$ cat src/rtl/sifive_insight_tl_a_prot_responder.sv
// TileLink-UL A-channel responder with AMBA protection checks over a small word store.
// Optional secure upper region enabled by defining SIFIVE_INSIGHT_PROT_SECURE_EN.
module sifive_insight_tl_a_prot_responder #(
  parameter int unsigned ADDR_W     = 12,
  parameter int unsigned SRC_W      = 4,
  parameter int unsigned DEPTH      = 16,
  parameter int unsigned EXEC_WORDS = 8
) (
  input  logic              clock,
  input  logic              reset_n,
  input  logic              a_valid,
  output logic              a_ready,
  input  logic [2:0]        a_opcode,
  input  logic [1:0]        a_size,
  input  logic [SRC_W-1:0]  a_source,
  input  logic [ADDR_W-1:0] a_address,
  input  logic [3:0]        a_mask,
  input  logic [31:0]       a_data,
  input  logic              a_prot_privileged,
  input  logic              a_prot_secure,
  input  logic              a_prot_fetch,
  input  logic              a_prot_bufferable,
  input  logic              a_prot_modifiable,
  input  logic              a_prot_readalloc,
  input  logic              a_prot_writealloc,
  output logic              d_valid,
  input  logic              d_ready,
  output logic [2:0]        d_opcode,
  output logic [1:0]        d_size,
  output logic [SRC_W-1:0]  d_source,
  output logic [31:0]       d_data,
  output logic              d_denied,
  output logic              d_corrupt,
  output logic [7:0]        viol_count,
  input  logic              viol_clear
);

  localparam int unsigned IDX_W    = $clog2(DEPTH);
  localparam int unsigned DATA_W   = 32;
  localparam int unsigned LANES    = 4;
  localparam int unsigned VIOL_W   = 8;
  localparam logic [2:0] OP_PUT_FULL  = 3'd0;
  localparam logic [2:0] OP_PUT_PART  = 3'd1;
  localparam logic [2:0] OP_GET       = 3'd4;
  localparam logic [2:0] OP_ACK       = 3'd0;
  localparam logic [2:0] OP_ACK_DATA  = 3'd1;
  localparam logic [VIOL_W-1:0] VIOL_MAX = '1;

  typedef enum logic {IDLE, RESP} state_t;

  state_t state, state_nxt;
  logic [DATA_W-1:0] mem [DEPTH];

  logic [IDX_W-1:0] idx_c;
  logic accept_c, is_get_c, is_put_c, misalign_c, secure_viol_c, denied_c, mem_we_c;

  // FSM state register
  always_ff @(posedge clock) begin
    if (!reset_n) state <= IDLE;
    else          state <= state_nxt;
  end

  // FSM next state
  always_comb begin
    state_nxt = state;
    accept_c  = 1'b0;
    case (state)
      IDLE: if (a_valid) begin
        accept_c  = 1'b1;
        state_nxt = RESP;
      end
      RESP: if (d_ready) state_nxt = IDLE;
      default: state_nxt = IDLE;
    endcase
  end

  // Request decode and protection evaluation
  always_comb begin
    idx_c    = a_address[IDX_W+1:2];
    is_get_c = (a_opcode == OP_GET);
    is_put_c = (a_opcode == OP_PUT_FULL) || (a_opcode == OP_PUT_PART);
    case (a_size)
      2'd0:    misalign_c = 1'b0;
      2'd1:    misalign_c = a_address[0];
      2'd2:    misalign_c = |a_address[1:0];
      default: misalign_c = 1'b1;
    endcase
`ifdef SIFIVE_INSIGHT_PROT_SECURE_EN
    secure_viol_c = !a_prot_secure && idx_c[IDX_W-1];
`else
    secure_viol_c = 1'b0;
`endif
    denied_c = !(is_get_c || is_put_c)
            || misalign_c
            || ({1'b0, a_address} >= (ADDR_W+1)'(DEPTH * 4))
            || (is_put_c && !a_prot_privileged)
            || (is_get_c && a_prot_fetch && ({1'b0, idx_c} >= (IDX_W+1)'(EXEC_WORDS)))
            || secure_viol_c;
    mem_we_c = accept_c && is_put_c && !denied_c;
  end

  // Registered handshake, response capture and violation counter
  always_ff @(posedge clock) begin
    if (!reset_n) begin
      a_ready    <= 1'b1;
      d_valid    <= 1'b0;
      d_opcode   <= '0;
      d_size     <= '0;
      d_source   <= '0;
      d_data     <= '0;
      d_denied   <= 1'b0;
      d_corrupt  <= 1'b0;
      viol_count <= '0;
    end else begin
      a_ready <= (state_nxt == IDLE);
      d_valid <= (state_nxt == RESP);
      if (accept_c) begin
        d_opcode  <= is_get_c ? OP_ACK_DATA : OP_ACK;
        d_size    <= a_size;
        d_source  <= a_source;
        d_data    <= (is_get_c && !denied_c) ? mem[idx_c] : '0;
        d_denied  <= denied_c;
        d_corrupt <= denied_c && is_get_c;
      end
      if (viol_clear)
        viol_count <= '0;
      else if (accept_c && denied_c && (viol_count != VIOL_MAX))
        viol_count <= viol_count + VIOL_W'(1);
    end
  end

  // Word store with byte-lane writes
  always_ff @(posedge clock) begin
    if (!reset_n) begin
      for (int i = 0; i < DEPTH; i++) mem[i] <= '0;
    end else if (mem_we_c) begin
      for (int b = 0; b < LANES; b++)
        if (a_mask[b]) mem[idx_c][8*b +: 8] <= a_data[8*b +: 8];
    end
  end

  // Cache/buffer hints carry no decision weight here
`ifdef SIFIVE_INSIGHT_PROT_SECURE_EN
  logic unused_prot_c;
  assign unused_prot_c = ^{a_prot_bufferable, a_prot_modifiable, a_prot_readalloc, a_prot_writealloc};
`else
  logic unused_prot_c;
  assign unused_prot_c = ^{a_prot_bufferable, a_prot_modifiable, a_prot_readalloc, a_prot_writealloc,
                           a_prot_secure};
`endif

endmodule

$ cat config.mk
export PLATFORM = sky130hd
export DESIGN_NAME = sifive_insight_tl_a_prot_responder
export DESIGN_NICKNAME = d
export VERILOG_FILES = /design/src/rtl/sifive_insight_tl_a_prot_responder.sv
export SDC_FILE = /design/constraint.sdc
export NUM_CORES = 1
export LEC_CHECK = 0
export BUFFER_PORTS_ARGS = -buffer_cell sky130_fd_sc_hd__buf_4
export CORE_MARGIN = 10
export CORE_UTILIZATION = 50
export CTS_CLUSTER_SIZE = 14
export DETAILED_ROUTE_END_ITERATION = 12
export GPL_TIMING_DRIVEN = 0
export PLACE_DENSITY_LB_ADDON = 0.1
export SYNTH_ARGS = -nofsm -noshare
export SYNTH_HDL_FRONTEND = slang
export SYNTH_SLANG_ARGS = --single-unit
$ cat constraint.sdc
create_clock -name clock -period 5.6 [get_ports clock]
set_input_delay 0 -clock clock [delete_from_list [all_inputs] [get_ports clock]]
set_output_delay 0 -clock clock [all_outputs]
set_load 0.02 [all_outputs]
# After elaboration in Yosys (flattened, before gate mapping)
# Memory sizes are Yosys's and may differ from the RTL's.
# Index checks and enable logic that the tools add are counted.
[classes] n_reduce_logical=23 n_mux=27 n_addsub=1 eq_ne=5 bitwise_logic=3 n_lt_le_gt_ge=2
[ops] operator="32-bit two-way mux" n=2
[ops] operator="32-bit OR reduction" n=1
[ops] operator="1-bit two-way mux" n=21
[ops] operator="12-bit by 7-bit greater-or-equal comparator with 1-bit output, second input constant" n=1
[ops] operator="1-bit logical AND" n=9
[ops] operator="8-bit by 1-bit adder with 8-bit output, second input constant" n=1
[ops] operator="4-bit two-way mux" n=2
[ops] operator="8-bit inequality test, second input constant" n=1
[ops] operator="1-bit logical OR" n=6
[ops] operator="4-bit greater-or-equal comparator, second input constant" n=1
[ops] operator="2-bit OR reduction" n=2
[ops] operator="3-bit by 1-bit == test with 1-bit output, second input constant" n=1
[ops] operator="3-bit == test, second input constant" n=1
[ops] operator="1-bit logical NOT" n=3
[ops] operator="3-bit logical NOT" n=1
[ops] operator="1-bit NOT" n=3
[ops] operator="1-bit one-hot mux with 3 select lines" n=1
[ops] operator="2-bit by 1-bit == test with 1-bit output, second input constant" n=1
[ops] operator="2-bit == test, second input constant" n=1
[ops] operator="2-bit logical NOT" n=1
[ops] operator="1-bit one-hot mux with 2 select lines" n=1
[totals] regBits=53 mem_bits_rw=512 input_bits=69 memories=1
[mem_list] name="mem" depth=16 width=32 rd=1 rd_ports_with_merged_regs=0 write_ports=16 line="52" rtl="logic [DATA_W-1:0] mem [DEPTH];"

# Logic depth before layout (Yosys ltp)
# Gate-level depths: netlist (run 1).
[logic_depth] ltp_word=15 depth_mapped=8

# Worst setup path after synthesis (run 1)
# OpenSTA, ideal clock, no wires.
[synth_timing] path_type="register to register" startpoint="register, netlist name d_valid" endpoint="memory mem[1][0], enable pin" t_arrival_ns=1.961 setup_time_ns=0.384 setup_slack_ns=3.255 synth_period_minus_slack_ns=2.345 required_ns=5.216 stages_incl_launch_ff=6 cell_sequence="dfxtp_1 nor4b_2 nor2b_1 nor2b_1 nand2_1 o21ai_0"
[synth_rtl] element="to (decl)" line="52"

==> results of run 1 <==
[how the worst max path moves through the flow]
stage,start,to,slack (ns),cells past startpoint
2_1_floorplan,d_valid$_SDFF_PN0_,mem[1][0]$_SDFFCE_PN0P_,3.26,5
3_3_place_gp,d_valid$_SDFF_PN0_,mem[1][27]$_SDFFCE_PN0P_,2.05,5
3_5_place_dp,d_valid$_SDFF_PN0_,mem[3][27]$_SDFFCE_PN0P_,2.02,5
4_1_cts,d_valid$_SDFF_PN0_,mem[3][27]$_SDFFCE_PN0P_,2.01,5
5_1_grt,d_valid$_SDFF_PN0_,mem[1][5]$_SDFFCE_PN0P_,1.94,5
6_report,d_valid$_SDFF_PN0_,mem[1][5]$_SDFFCE_PN0P_,2.11,5
[layout make-up]
class | count | area share (%)
timing repair buffer | 188 | 5.25
sequential | 563 | 56.5
buffer | 220 | 3.09
clock inverter | 27 | 0.810
tap | 664 | 2.86
inverter | 2 | 0.0258
clock buffer | 83 | 5.85
multi-input combinational | 983 | 25.7
[layer usage]
metal	global-route usage (%)	wire length, µm	vias to the layer above
met5	0	0	-
met3	7.32	10400	233
met1	38.1	32400	9101
met2	45.4	40200	1259
li1	-	-	7446
met4	13.9	4260	0
[synth_stat cells, drive strengths merged]
master | number | area (µm²)
nand4 | 1 | 6.26
inv | 2 | 7.51
conb | 1 | 3.75
and4 | 1 | 8.76
o31ai | 4 | 30.0
a22o | 32 | 280
nand3 | 6 | 30.0
nand2b | 3 | 18.8
a21oi | 8 | 40.0
o211a | 1 | 10.0
nand2 | 105 | 394
a21boi | 8 | 60.1
or2 | 1 | 6.26
mux2i | 1 | 10.0
nor4b | 2 | 23.8
buf | 62 | 304
o41ai | 1 | 8.76
o311a | 1 | 10.0
mux4 | 128 | 2880
o21ai | 68 | 340
and3 | 3 | 18.8
nand4b | 1 | 23.8
o311ai | 1 | 8.76
clkbuf | 158 | 593
nor2b | 9 | 56.3
nor2 | 4 | 22.5
nor4 | 1 | 6.26
a22oi | 64 | 480
o21bai | 1 | 7.51
edfxtp | 512 | 15400
or3 | 2 | 12.5
or4 | 3 | 22.5
and2 | 4 | 25.0
nor3 | 514 | 2570
dfxtp | 51 | 1020
o211ai | 2 | 15.0
ha | 1 | 12.5
[power breakdown]
| part | internal [µW] | switching [µW] | leakage (µW) | total [µW] |
|---|---|---|---|---|
| sequential | 4710 | 44.0 | 0.00559 | 4760 |
| clock | 2290 | 1670 | 0.000953 | 3960 |
| combinational | 252 | 455 | 0.00285 | 707 |
[registers in the layout, indices dropped and copies added (netlist names)]
register	cells
mem	512
d_opcode	1
a_ready	1
d_source	4
d_data	32
d_corrupt	1
d_size	2
d_denied	1
viol_count	8
d_valid	1
[worst max-delay path: stages, from the launching register on]
cell,delay (ns)
dfxtp_1,0.35
nor4b_2,0.60
nor2b_1,0.30
nor2b_1,0.56
nand2_1,0.19
o21ai_0,1.09
[metrics by stage]
step | instances | worst slack (ns)
2_1_floorplan | 1768 | 3.26
6_report | 2730 | 2.11
3_5_place_dp | 2570 | 2.02
3_3_place_gp | 2543 | 2.05
4_1_cts | 2729 | 2.01
5_1_grt | 2730 | 1.94
[kinds of logic (layout without fill, tap and decap cells)]
logic type               after synthesis  count (layout)  synth area share, %
AND/OR/NAND/NOR                      660             660                 13.1
flip-flops                           563             563                 66.2
buffers and inverters                222             520                 3.66
AO/OA/AOI/OAI                        191             191                 5.22
multiplexers                         129             129                 11.7
adder cells (fa/ha/maj)                1               1               0.0505
other                                  1               2               0.0152
[what timing repair did]
action,in CTS,in global routing
hold buffers,49,0
resized for setup,0,0
endpoints found under the hold margin,119,0
==> key figures, run 1 <==
Floorplan
  • Die footprint: approximately 59000 µm²
  • # IOs: between 100 and 150
  • Width of the die: 242 µm
  • Core Footprint: around 50000 µm²
  • Die Y: 242 µm
  • Row cnt: between 80 and 90
  • Initial Util: 50.6%

Routing
  • Total Wirelength: 87300 µm
  • Drt wl/cell: approximately 32 µm
  • DR vias/cell: about 6.6
  • DR pass1 iterations: 7
  • Drc violations: 0
  • Remaining antenna violation count: 0
  • Initial DRC count: ~2600
  • Via count: about 18000

Worst setup path
  • Type of origin of the critical path: flop
  • CP required: 5.84 ns
  • Critical Path End Type: flop
  • R2R depth: 5
  • Reg2reg end: mem[1][5]$_SDFFCE_PN0P_
  • Critical Path Fanout Max: 8
  • Worst r2r src: d_valid$_SDFF_PN0_
  • Worst endpoint data arrival time: between 3 and 4 ns
  • R2R setup slack: 2.11 ns
  • Crit path kind: reg -> reg

STA
  • Worst slew pin tran: roughly 1.4 ns
  • Post-route setup TNS: 0 ns
  • Hold slack: -0.0124 ns
  • Worst Skew: between 0.01 and 0.015 ns
  • Fin. max-slew vios: 0
  • Slew margin rel.: 4.57%
  • Final min period: between 3 and 4 ns
  • Final Setup Violations: 0
  • F_max: between 0.2 and 0.3 GHz
  • RSZ-0062 raised after global routing: no
  • Final period utilization: between 60 and 70%
  • Fin. Hold Viols: 6

Cells and area
  • Area growth syn-to-layout: 17.3%
  • Layout cells sized above 1: around 20%
  • Cell area after layout: slightly below 30000 µm²
  • Ant diodes: 0
  • Register area: about 16000 µm²
  • Multi-input combinational cell area: roughly 7500 µm²
  • Nets: roughly 2100
  • Fillcell total: slightly below 4000
  • Most frequent cells in the layout: nor3_1, edfxtp_1, clkbuf_1
  • Final Util: roughly 59%
  • Commonest non-fill, non-tap cell in the layout: nor3_1

Clock network
  • H-tree depth: 2
  • Clock transition at the registers of the reported paths: 0.06 ns
  • CTS Buffer Depth: 3
  • Setup Fix Bufs, Post-CTS: 0
  • Num Clock Sinks: between 500 and 600
  • CTS tree: yes
  • CTS Buf Count: 58
  • Root Buffer: clkbuf_16
  • Worst-Skew Late Latency: around 0.64 ns

Global routing
  • Vias in the first global route: around 18000
  • First-pass GRT wire length: between 100000 and 150000 µm
  • Total gr overflow: 0
  • Largest net degree at the start of global routing: 15
  • Initial antenna violation count: 0
  • Global Route Usage Sum: slightly below 30%

Place
  • Post-DP Area: about 27000 µm²
  • Port bufs: approximately 110
  • Placer Congestion: ~0.96
  • DP Wirelength: ~61000 µm

Run
  • Max_cap viols: 0

Yosys
  • Sequential cell area fraction in the yosys report: approximately 66%
  • Syn Inst Count: between 1500 and 2000
  • Synth Warn #: 0
  • Mean Syn Cell Area: approximately 14 µm²
  • Post-synthesis register bit count: between 500 and 600
  • Mapped cell area: ~25000 µm²
  • Yosys cell types: 42

Pwr
  • Pwr Total: 9420 µW
  • Worst vdd ir: 0.227 mV
  • PwrDens: between 300 and 400 nW/µm²
  • Leakage power: around 0.0094 µW

Min path
  • Hold endpoint: mem[11][30]$_SDFFCE_PN0P_
  • Worst hold start: a_data[30]
  • Hold depth: 3
  • Hold Path Class: in -> reg

Run status
  • Failing checks: negative hold slack
  • Outcome: finished, violations left
(Power assumes the default switching activity.)
==> run 2: changes to the inputs <==
==> constraint.sdc (replaced) <==
create_clock -name clock -period 3.2 [get_ports clock]
set_input_delay 0 -clock clock [delete_from_list [all_inputs] [get_ports clock]]
set_output_delay 0 -clock clock [all_outputs]
set_load 0.02 [all_outputs]
==> key figures, run 2 (synthesis gave the netlist of run 1 again) <==
Run status
  • Outcome: complete, no violations

STA
  • Slew margin rel.: 4.04% (-0.53 points)
  • F_max: 0.321 GHz (+12%)
  • Final worst slack: 0.0875 ns (-2.03 ns)
  • Worst slew pin tran: 1.42 ns (+0.00790 ns)
  • Final Setup Violations: 0 (unchanged)
  • Final min period: 3.11 ns (-0.373 ns)
  • Fin. max-slew vios: 0 (unchanged)
  • Worst Skew: 0.0169 ns (+0.00337 ns)
  • Final period utilization: 97.3% (+35 points)
  • Fin. Hold Viols: 0 (-6)

Run
  • Max_cap viols: 0 (unchanged)

Global routing
  • Global Route Usage Sum: 29.3% (unchanged)
  • Initial antenna violation count: 0 (unchanged)
  • Largest net degree at the start of global routing: 15 (unchanged)
  • Vias in the first global route: 18200 (unchanged)
  • Total gr overflow: 0 (unchanged)
  • First-pass GRT wire length: 125000 µm (unchanged)

Floorplan
  • # IOs: 122 (unchanged)
  • Die footprint: 58800 µm² (unchanged)
  • Core Footprint: 49000 µm² (unchanged)
  • Initial Util: 50.6% (unchanged)
  • Width of the die: 242 µm (unchanged)
  • Die Y: 242 µm (unchanged)
  • Row cnt: 81 (unchanged)

Worst setup path
  • Crit path kind: reg -> reg
  • R2R depth: 5 (unchanged)
  • Critical Path End Type: flop
  • Worst endpoint data arrival time: 3.36 ns (-0.36 ns)
  • CP required: 3.45 ns (-2.39 ns)
  • Type of origin of the critical path: flop
  • Critical Path Fanout Max: 8 (unchanged)

Place
  • DP Worst Slack: -0.384 ns (-2.40 ns)
  • Placer Congestion: 0.958 (unchanged)
  • DP Cell Count: 2570 (unchanged)
  • Port bufs: 111 (unchanged)
  • DP Wirelength: 61000 µm (unchanged)

Routing
  • Via count: 18100 (+0.57%)
  • DR pass1 iterations: 6 (-1)
  • Remaining antenna violation count: 0 (unchanged)
  • Initial DRC count: 2629 (+2.9%)
  • DR vias/cell: 6.65 (+0.57%)
  • Total Wirelength: 87400 µm (+0.15%)
  • Drt wl/cell: 32.0 µm (+0.15%)
  • Drc violations: 0 (unchanged)

Cells and area
  • Final Util: 59.4% (about the same)
  • Max reg flops: 512 (unchanged)
  • Commonest non-fill, non-tap cell in the layout: nor3_1
  • Final Non-Filler Cells: 2730 (unchanged)
  • Layout cells sized above 1: 20.3% (+0.34 points)
  • Fillcell total: 3947 (+0.10%)
  • Nets: 2086 (unchanged)
  • Most frequent cells in the layout: nor3_1, edfxtp_1, clkbuf_1
  • Area growth syn-to-layout: 17.4% (about the same)
  • Biggest regs: mem: 512 flops, d_data: 32 flops, viol_count: 8 flops
  • Ant diodes: 0 (unchanged)
  • Biggest register: mem

Clock network
  • Setup Fix Bufs, Post-CTS: 0 (unchanged)
  • CTS tree: yes
  • Root Buffer: clkbuf_16
  • H-tree depth: 2 (unchanged)
  • CTS Buffer Depth: 3 (unchanged)
  • Clock transition at the registers of the reported paths: 0.06 ns (about the same)
  • CTS Buf Count: 58 (unchanged)
  • Worst-Skew Late Latency: 0.64 ns (about the same)
  • Num Clock Sinks: 563 (unchanged)

Min path
  • Hold Path Class: in -> reg
  • Hold depth: 3 (unchanged)

Pwr
  • Worst vdd ir: 0.400 mV (+76%)
  • PwrDens: 568 nW/µm² (+75%)
  • Leakage power: 0.00940 µW (about the same)
==> run 2: cell count changes in the layout (fill, tap and decap cells not counted) <==
cell	change
nor2b_1	-1
nor2b_2	+1
o21ai_0	-7
o21ai_1	+1
o21ai_2	+6
==> run 2: path summary, 6_finish.rpt <==
check,startpoint,end,slack (ns)
setup / recovery,d_valid$_SDFF_PN0_,mem[1][19]$_SDFFCE_PN0P_,0.09
hold / removal,a_data[30],mem[11][30]$_SDFFCE_PN0P_,0.0007
setup reg to reg,d_valid$_SDFF_PN0_,mem[1][19]$_SDFFCE_PN0P_,0.09
hold reg to reg,d_data[10]$_SDFFE_PN0P_,d_data[10]$_SDFFE_PN0P_,0.48
==> run 2: metal layers <==
metal  share of wire, %  up-vias  track usage [%]  wire [µm]
li1                   -     7462                -          -
met1                 37     9179             38.1      32400
met2                 46     1271             45.4      40400
met3                 12      227             7.32      10200
met4                4.9        2             13.9       4260
met5              0.072        -                0         63
==> run 2: metrics by stage <==
stage | setup TNS, ns | power (µW) | hold WS, ns | cell area [µm²]
after global routing | -0.0137 | 16800 | 0.0275 | 29100
after floorplan | 0 | 9120 | 0.145 | 24800
after CTS | 0 | 16400 | 0.00619 | 29000
after global placement | -43.17 | 9600 | 0.271 | 26400
after detailed placement | -28.19 | 9640 | 0.280 | 26600
final | 0 | 16500 | 0.000729 | 29100
==> run 2: critical path, cell delays in order (launching register included) <==
cell and delay (ns):
dfxtp_1 0.35, nor4b_2 0.60, nor2b_1 0.33, nor2b_2 0.44
nand2_1 0.20, o21ai_1 0.81
==> run 2: timing repair <==
action | 4_1_cts | 5_1_grt
endpoints found under the setup margin | 144 | 136
hold buffers | 49 | 0
hold endpoints to repair | 119 | 0
resized for setup | 20 | 11
==> run 2: final cells by class <==
type / instances / area, µm² / area share, %
multi-input cells: 983 / 7480 / 25.7
clock inverters: 27 / 235 / 0.809
plain buffers: 220 / 897 / 3.09
inverters: 2 / 7.51 / 0.0258
flip-flops and latches: 563 / 16400 / 56.4
clock buffers: 83 / 1700 / 5.85
repair buffers: 188 / 1520 / 5.24
well taps: 664 / 831 / 2.86
==> run 2: power breakdown <==
part / total [µW] / internal (µW) / switching (µW) / leakage [µW]
registers: 8330 / 8250 / 77.6 / 0.00559
clock network: 6940 / 4000 / 2940 / 0.000953
logic: 1240 / 442 / 799 / 0.00286
total: 16500 / 12700 / 3810 / 0.00940
